===== src/rtl/div_root_pkg.sv =====
// div_root_pkg: shared state encoding, mode constants and width helpers for the divide/root engine
package div_root_pkg;
  typedef enum logic [2:0] {IDLE, DIV, R_LOAD, R_MUL, R_CMP, RND, ERR, DONE} state_t;
  localparam logic MODE_DIV  = 1'b0;
  localparam logic MODE_ROOT = 1'b1;
  function automatic int calc_res_w(input int int_w, input int frac_w);
    return int_w + frac_w;
  endfunction
  function automatic int calc_p_w(input int int_w, input int frac_w, input int deg_w);
    return int_w + frac_w * ((1 << deg_w) - 1);
  endfunction
endpackage


===== src/rtl/div_root_sat_mul.sv =====
// div_root_sat_mul: combinational power x trial multiply, clamped to all-ones when the product overflows
module div_root_sat_mul #(
  parameter int PW = 80,
  parameter int RW = 20
) (
  input  logic [PW-1:0] i_a,
  input  logic [RW-1:0] i_b,
  output logic [PW-1:0] o_p
);
  logic [PW+RW-1:0] w_full;
  assign w_full = i_a * i_b;
  assign o_p    = |w_full[PW+RW-1:PW] ? '1 : w_full[PW-1:0];
endmodule


===== src/rtl/div_root_engine.sv =====
// div_root_engine: iterative divide / n-th root, one result bit per step; DIVROOT_ROUND_EN adds a guard bit and round-half-up
module div_root_engine import div_root_pkg::*; #(
  parameter int INT_W = 10,
  parameter int FRAC_W = 10,
  parameter int DEG_W = 3,
  localparam int RES_W = calc_res_w(INT_W, FRAC_W)
) (
  input  logic             clk,
  input  logic             rst_n,
  input  logic             in_valid,
  output logic             in_ready,
  input  logic             in_mode,
  input  logic [INT_W-1:0] in_data_1,
  input  logic [DEG_W-1:0] in_data_2,
  output logic             out_valid,
  input  logic             out_ready,
  output logic [RES_W-1:0] out_data,
  output logic             out_err
);
`ifdef DIVROOT_ROUND_EN
  localparam int G = 1;
`else
  localparam int G = 0;
`endif
  localparam int FW = FRAC_W + G;
  localparam int CW = RES_W + G;
  localparam int PW = calc_p_w(INT_W, FW, DEG_W);
  localparam int IW = $clog2(CW);
  state_t           r_state, w_next;
  logic             r_boot, r_err;
  logic [INT_W-1:0] r_d1;
  logic [DEG_W-1:0] r_n, r_cnt, r_rem;
  logic [CW-1:0]    r_q, r_y, w_bit, w_qn, w_half;
  logic [PW-1:0]    r_p, w_prod, w_tgt;
  logic [IW-1:0]    r_idx;
  logic [RES_W-1:0] r_out, w_rnd;
  logic [DEG_W:0]   w_trial, w_sub;
  logic             w_acc, w_ge, w_fit;
  assign w_acc   = in_valid & in_ready;
  assign w_bit   = CW'(1) << r_idx;
  assign w_trial = {r_rem, r_q[CW-1]};
  assign w_ge    = w_trial >= {1'b0, r_n};
  assign w_sub   = w_trial - {1'b0, r_n};
  assign w_tgt   = PW'(r_d1) << (FW * r_n);
  assign w_fit   = r_p <= w_tgt;
  assign w_qn    = r_state == DIV ? {r_q[CW-2:0], w_ge} : w_fit ? r_y : r_q;
  assign w_half  = {1'b0, r_q[CW-1:1]} + CW'(r_q[0]);
  assign w_rnd   = (G != 0) && w_half[CW-1] ? '1 : w_half[RES_W-1:0];
  assign in_ready  = r_boot & (r_state == IDLE);
  assign out_valid = r_state == DONE;
  assign out_data  = r_out;
  assign out_err   = r_err;
  div_root_sat_mul #(.PW(PW), .RW(CW)) u_mul (.i_a(r_p), .i_b(r_y), .o_p(w_prod));
  // state register
  always_ff @(posedge clk) begin
    if (!rst_n) r_state <= IDLE;
    else r_state <= w_next;
  end
  // next-state: divide runs one bit per cycle, root spends n+1 cycles per bit
  always_comb begin
    w_next = r_state;
    case (r_state)
      IDLE:    if (w_acc) w_next = in_data_2 == '0 ? ERR : in_mode == MODE_ROOT ? R_LOAD : DIV;
      DIV:     if (r_idx == '0) w_next = G != 0 ? RND : DONE;
      R_LOAD:  w_next = r_n == DEG_W'(1) ? R_CMP : R_MUL;
      R_MUL:   if (r_cnt == DEG_W'(1)) w_next = R_CMP;
      R_CMP:   w_next = r_idx != '0 ? R_LOAD : G != 0 ? RND : DONE;
      RND:     w_next = DONE;
      ERR:     w_next = DONE;
      DONE:    if (out_ready) w_next = IDLE;
      default: w_next = IDLE;
    endcase
  end
  // datapath: capture, restoring division, trial-power search, rounding and output hold
  always_ff @(posedge clk) begin
    if (!rst_n) begin
      r_boot <= 1'b0;
      r_out  <= '0;
      r_err  <= 1'b0;
    end else begin
      r_boot <= 1'b1;
      case (r_state)
        IDLE: if (w_acc) begin
          r_d1  <= in_data_1;
          r_n   <= in_data_2;
          r_rem <= '0;
          r_err <= in_data_2 == '0;
          r_q   <= in_mode == MODE_DIV ? CW'(in_data_1) << FW : '0;
          r_idx <= IW'(CW - 1);
        end
        DIV: begin
          r_rem <= w_ge ? w_sub[DEG_W-1:0] : w_trial[DEG_W-1:0];
          r_q   <= w_qn;
          r_idx <= r_idx - 1'b1;
          if (w_next == DONE) r_out <= w_qn[RES_W-1:0];
        end
        R_LOAD: begin
          r_y   <= r_q | w_bit;
          r_p   <= PW'(r_q | w_bit);
          r_cnt <= r_n - 1'b1;
        end
        R_MUL: begin
          r_p   <= w_prod;
          r_cnt <= r_cnt - 1'b1;
        end
        R_CMP: begin
          r_q   <= w_qn;
          r_idx <= r_idx - 1'b1;
          if (w_next == DONE) r_out <= w_qn[RES_W-1:0];
        end
        RND: r_out <= w_rnd;
        ERR: r_out <= '1;
        default: ;
      endcase
    end
  end
endmodule


===== config.mk =====
export PLATFORM = sky130hd
export DESIGN_NAME = div_root_engine
export DESIGN_NICKNAME = d
export VERILOG_FILES = /design/src/rtl/div_root_pkg.sv /design/src/rtl/div_root_sat_mul.sv /design/src/rtl/div_root_engine.sv
export SDC_FILE = /design/constraint.sdc
export NUM_CORES = 2
export LEC_CHECK = 0
export CORE_UTILIZATION = 65
export CTS_BUF_LIST = sky130_fd_sc_hd__clkbuf_4 sky130_fd_sc_hd__clkbuf_8
export CTS_CLUSTER_SIZE = 8
export DETAILED_ROUTE_END_ITERATION = 8
export PLACE_DENSITY_LB_ADDON = 0.1
export SLEW_MARGIN = 20
export SYNTH_ARGS = -nofsm -noshare
export SYNTH_HDL_FRONTEND = slang
export SYNTH_HIERARCHICAL = 1
export SYNTH_SLANG_ARGS = --single-unit

===== constraint.sdc =====
create_clock -name clk -period 12.9 [get_ports clk]
set_input_delay 2.58 -clock clk [delete_from_list [all_inputs] [get_ports clk]]
set_output_delay 2.58 -clock clk [all_outputs]
set_load 0.05 [all_outputs]

Word-level counts from Yosys, hierarchy flattened
Index checks and enable logic that the tools add are counted.
{ "classes": {"n_shift": 2, "n_addsub": 5, "order_cmp": 2, "n_bitwise": 4, "n_eq_ne": 12, "multipliers": 2, "reduce_logical": 18, "mux": 25} }
{ "op_table": {"columns": ["operator", "n"], "rows": [
  ["$pmux W80 S2", 1],
  ["$mul A80 B20 Y100", 1],
  ["$mux W20", 5],
  ["$le A80 B80 Y1", 1],
  ["$mux W80", 1],
  ["$shl A10 B7 Y80", 1],
  ["$pmux W20 S3", 1],
  ["$or A20 B20 Y20", 2],
  ["$pmux W20 S2", 1],
  ["$mux W3", 9],
  ["$pmux W3 S7", 1],
  ["$add A19 B1 Y20", 1],
  ["$reduce_or A20 Y1", 1],
  ["$shl A1 B5 Y20 const A", 1],
  ["$eq A3 B3 Y1 const B", 5],
  ["$pmux W3 S2", 2],
  ["$pmux W5 S2", 1],
  ["$eq A3 B1 Y1 const B", 3],
  ["$reduce_and A3 Y1", 3],
  ["$reduce_and A2 Y1", 4],
  ["$eq A3 B2 Y1 const B", 2],
  ["$logic_not A3 Y1", 2],
  ["$mul A3 B3 Y6 const A", 1],
  ["$reduce_bool A2 Y1", 3],
  ["other kinds (14)", 17]
]} }
{ "word_totals": {"register_bits": 169, "output_inout_bits": 23, "word_cells": 82, "in_bits": 18} }

Depth between registers and ports, before layout
{ "depth": {"word_depth": 8, "mapped_depth": 33, "ltp_nobuf": 29} }

Hierarchy
The synthesis kept the hierarchy.
{ "by_module_without_submodules": {"columns": ["mod", "cells_per_inst", "seq_area_each_um2", "instances", "area_per_inst_um2"], "rows": [
  ["div_root_sat_mul", 6137, 0.0, 1, 51441.8],
  ["div_root_engine", 1042, 4824.6, 1, 10757.8]
]} }

Worst setup path after synthesis
OpenSTA, ideal clock, no wires.
{ "synth_timing": {"kind": "register to register", "startpoint": "reg r_y[5]", "endpoint": "reg r_p[16], data pin", "n_path_buf": 5, "t_required_ps": 12640, "slack_ps": 4445, "period_less_slack_ps": 8455, "arrival_ps": 8196, "setup_time_ps": 260, "stages_incl_launch_ff": 33, "cell_sequence": "edfxtp_1 clkbuf_1 clkbuf_1 nand2_1 fa_1 inv_1 fa_1 inv_1 fa_1 inv_1 fa_1 fa_1 fa_1 inv_1 fa_1 inv_1 ha_1 clkbuf_1 nand2_1 o21ai_1 a21oi_1 a2111oi_1 o211ai_1 a21oi_2 nand2b_1 xor2_1 nor4_2 nand4_1 or4_4 buf_6 buf_6 or3_1 mux2_2"} }
{ "synth_between": {"elab_chain_len": 4} }
{ "synth_rtl": {"columns": ["element", "line", "rtl"], "rows": [
  ["start: declaration", "div_root_engine.sv:33", "logic [CW-1:0] r_q, r_y, w_bit, w_qn, w_half;"],
  ["start signal: assignment", "div_root_engine.sv:98", "r_y <= r_q | w_bit;"],
  ["$mul A80 B20 Y100 (*)", "div_root_sat_mul.sv:11", "assign w_full = i_a * i_b;"],
  ["$reduce_or A20 Y1", "div_root_sat_mul.sv:12", "assign o_p = |w_full[PW+RW-1:PW] ? '1 : w_full[PW-1:0];"],
  ["$mux W80 (*)", "div_root_sat_mul.sv:12", null],
  ["named net w_prod[16]", "div_root_engine.sv:34", "logic [PW-1:0] r_p, w_prod, w_tgt;"],
  ["$pmux W80 S2 (*)", "div_root_engine.sv:82", "case (r_state)"],
  ["end signal: assignment", "div_root_engine.sv:99", "r_p <= PW'(r_q | w_bit);"],
  ["end signal: assignment", "div_root_engine.sv:103", "r_p <= w_prod;"],
  ["end: declaration", "div_root_engine.sv:34", null]
]} }
The timed path passes the listed nets; every way through them passes the cells marked *.
A chain may end at the register's enable or synchronous reset.

Worst setup path in the final report
{ "layout_timing": {"startpoint": "reg r_y[10]", "endpoint": "reg r_p[5], data pin"} }
{ "layout_between": {"elab_chain_len": 4} }
{ "layout_rtl": {"columns": ["element", "line"], "rows": [
  ["$mul A80 B20 Y100", "div_root_sat_mul.sv:11"],
  ["$reduce_or A20 Y1", "div_root_sat_mul.sv:12"],
  ["$mux W80", "div_root_sat_mul.sv:12"],
  ["named net w_prod[5]", "div_root_engine.sv:34"],
  ["$pmux W80 S2", "div_root_engine.sv:82"]
]} }
The timed path passes the listed nets, and every way through them passes these cells.

==> key figures <==
Placed design
  • Post-DP HPWL: approximately 140 mm
  • Input/output buffers: 40
  • RePlAce Congestion: 0.999

Clock tree
  • Clock sinks: between 150 and 200
  • Root Buffer: clkbuf_8
  • H-tree depth: 4
  • Clock latency on the worst-skew pair: ~590 ps
  • Worst-case clock buffer depth: 2
  • Clk slew on worst S/H paths: 110 ps
  • Setup repair bufs after CTS: 0
  • Total CTS buffers: 17
  • CTS tree: yes
  • PostCTS Resize Cnt: 0
  • Hold buffer count at cts: 0

Global routing
  • Global-route wire length before repair: 298 mm
  • All-Layer GR Usage: 40.0%
  • Remaining global-route overflow: 0
  • Initial antenna violation count: 3
  • Largest net degree at the start of global routing: 81
  • Vias in the first global route: 52100

Worst setup path
  • Setup CP Type: reg2reg
  • Slowest-stage cell, CP: nor4_1
  • Crit-path most repeated cell: fa_1
  • Buffer and inverter count on the worst path: 6
  • CP Launch Type: flop
  • Top delay family on crit path: adder cells
  • Critical Path End Type: flop
  • Worst Path Max Fanout: 80
  • CP peak stage delay: 930 ps
  • CP arrival: 11140 ps
  • Data required, critical path: 13230 ps
  • R2R Setup Slk: 2090 ps

Die
  • Initial core utilization: 65.6%
  • Boundary pin count: 41
  • Die Area: 0.0969 mm2
  • Die W: 311 um
  • Chip Height: just over 300 um
  • Core region area: 0.0949 mm2
  • # rows: between 100 and 150

Run status
  • Outcome: completed

Synthesis
  • Mapped Cells: 7179
  • Post-Syn Nets: 8905
  • Top-area cell type share of the netlist area: 45.1%
  • Sequential area share after synthesis: 7.76%
  • Most common cell in the synthesized netlist: inv_1
  • Synth top area cells: fa_1 (45%), inv_1 (9.1%), nand2_1 (7.8%)
  • Top cells by count, synth: inv_1 (1512), fa_1 (1401), nand2_1 (1298), and2_1 (677), clkbuf_1 (415)
  • Ys flop type: edfxtp_1
  • Synthesized flop and latch total: about 170
  • Synth Cell Area: a little over 0.06 mm2
  • Async S/R FF share, synth: 0%
  • Post-synth EDFFs: approximately 140
  • Yosys warnings: 6
  • Post-Syn Area per Cell: 8.66 um2
  • Yosys top cell by area: fa_1
  • Unique cell type count in the Yosys netlist: 98

Route
  • Routed vias: 49100
  • DRT Pass-1 Iters: 6
  • Number of nets with antenna violations after routing: 0
  • Detailed Route Iter0 Violations: 4827
  • DR DRC count: 0
  • Vias/cell: 6.02
  • Drt total wl: 188 mm
  • DR WL/cell: around 23 um

STA
  • RSZ-0062 raised after global routing: false
  • Hold Fails Final Rpt: 0
  • Final period util: 83.8%
  • Final count of pins violating max slew: 0
  • Min Tclk post-route: 10810 ps
  • Worst slew margin: a little under a fifth
  • Clock Skews: 22.4 ps
  • Post-route setup TNS: 0 ps
  • F_max: between 0.09 and 0.1 GHz
  • Setup Viol. Count Final: 0
  • Slew @ Worst Pin: around 1200 ps

Flow run
  • Max-Cap Viols: 0

Min path
  • Hold Crit Class: reg2reg

Layout
  • Finished Core Util: roughly two thirds
  • Share of cells above drive strength 1: 3.27%
  • Nets@finish: 8603
  • Area Growth Syn to Fin: 2.24%
[sequential cells by signal, indices dropped and copies added, names as in the netlist]
register	flops
r_boot	1
r_rem	3
r_state	3
out_data	20
r_cnt	3
r_d1	10
out_err	1
r_y	20
r_n	3
r_idx	5
r_q	20
r_p	80
[cell type report]
type,instances,area (um2)
Inverter,1514,5680
Antenna cell,2,5.00
Clock inverter,15,158
Sequential cell,169,4820
Tap cell,1265,1580
Fill cell,7931,31300
Multi-Input combinational cell,5021,49800
Clock buffer,17,234
Timing Repair Buffer,154,1330
[tightest hold or removal path, stage by stage, from the launching register on]
cell and delay [ps]:
dfxtp_1 340, nand2_1 60, a21oi_1 70
[routing by layer]
| layer | share of wire, % | wire [um] | track usage (%) | vias to the layer above |
|---|---|---|---|---|
| li1 | - | - | - | 20900 |
| met1 | 40 | 75700 | 56.3 | 24900 |
| met2 | 46 | 86000 | 62.9 | 2913 |
| met3 | 11 | 20100 | 7.10 | 432 |
| met4 | 3.4 | 6460 | 13.5 | 2 |
| met5 | 0.0069 | 13 | 0 | - |
[stage by stage]
stage	cells	instance area, um2	setup slack, ps	hold WS (ps)
after global routing	8156	63600	1890	531
after detailed placement	8117	63100	2480	483
final	8157	63600	2090	508
after floorplan	7179	62200	4440	493
after global placement	8117	63100	2430	458
after CTS	8149	63500	2420	505
[final timing paths]
check                           endpoint  cells past startpoint     from
worst max-delay path              r_p[5]                     28  r_y[10]
worst min-delay path             out_err                      2  out_err
worst min register to register   out_err                      2  out_err
worst max register to register    r_p[5]                     28  r_y[10]
[cell families (layout without fill, tap and decap cells)]
group | after synthesis | after routing | synth area share [%]
compound gates | 650 | 650 | 6.66
xor+xnor | 113 | 113 | 1.59
buf+inv | 1989 | 1700 | 12.3
other cells | 0 | 2 | 0
fa+ha+maj | 1708 | 1708 | 51.3
simple gates | 2490 | 2490 | 19.4
mux | 60 | 60 | 1.02
flops | 169 | 169 | 7.76
[cells in the final DEF (no fill, tap or decap), types with 39 or more instances in the layout]
master           instances
inv_1                 1512
fa_1                  1401
nand2_1               1298
and2_1                 677
ha_1                   307
a21oi_1                214
nor2_1                 149
edfxtp_1               144
o21ai_0                134
buf_4                  107
or3_1                   91
nand4_1                 69
a21o_1                  61
xor2_1                  59
xnor2_1                 53
nor3_1                  48
clkdlybuf4s50_1         40
nand3_1                 39
Power is not shown: default switching activity piles up to over one toggle a cycle in this logic, so the estimate is an artifact.
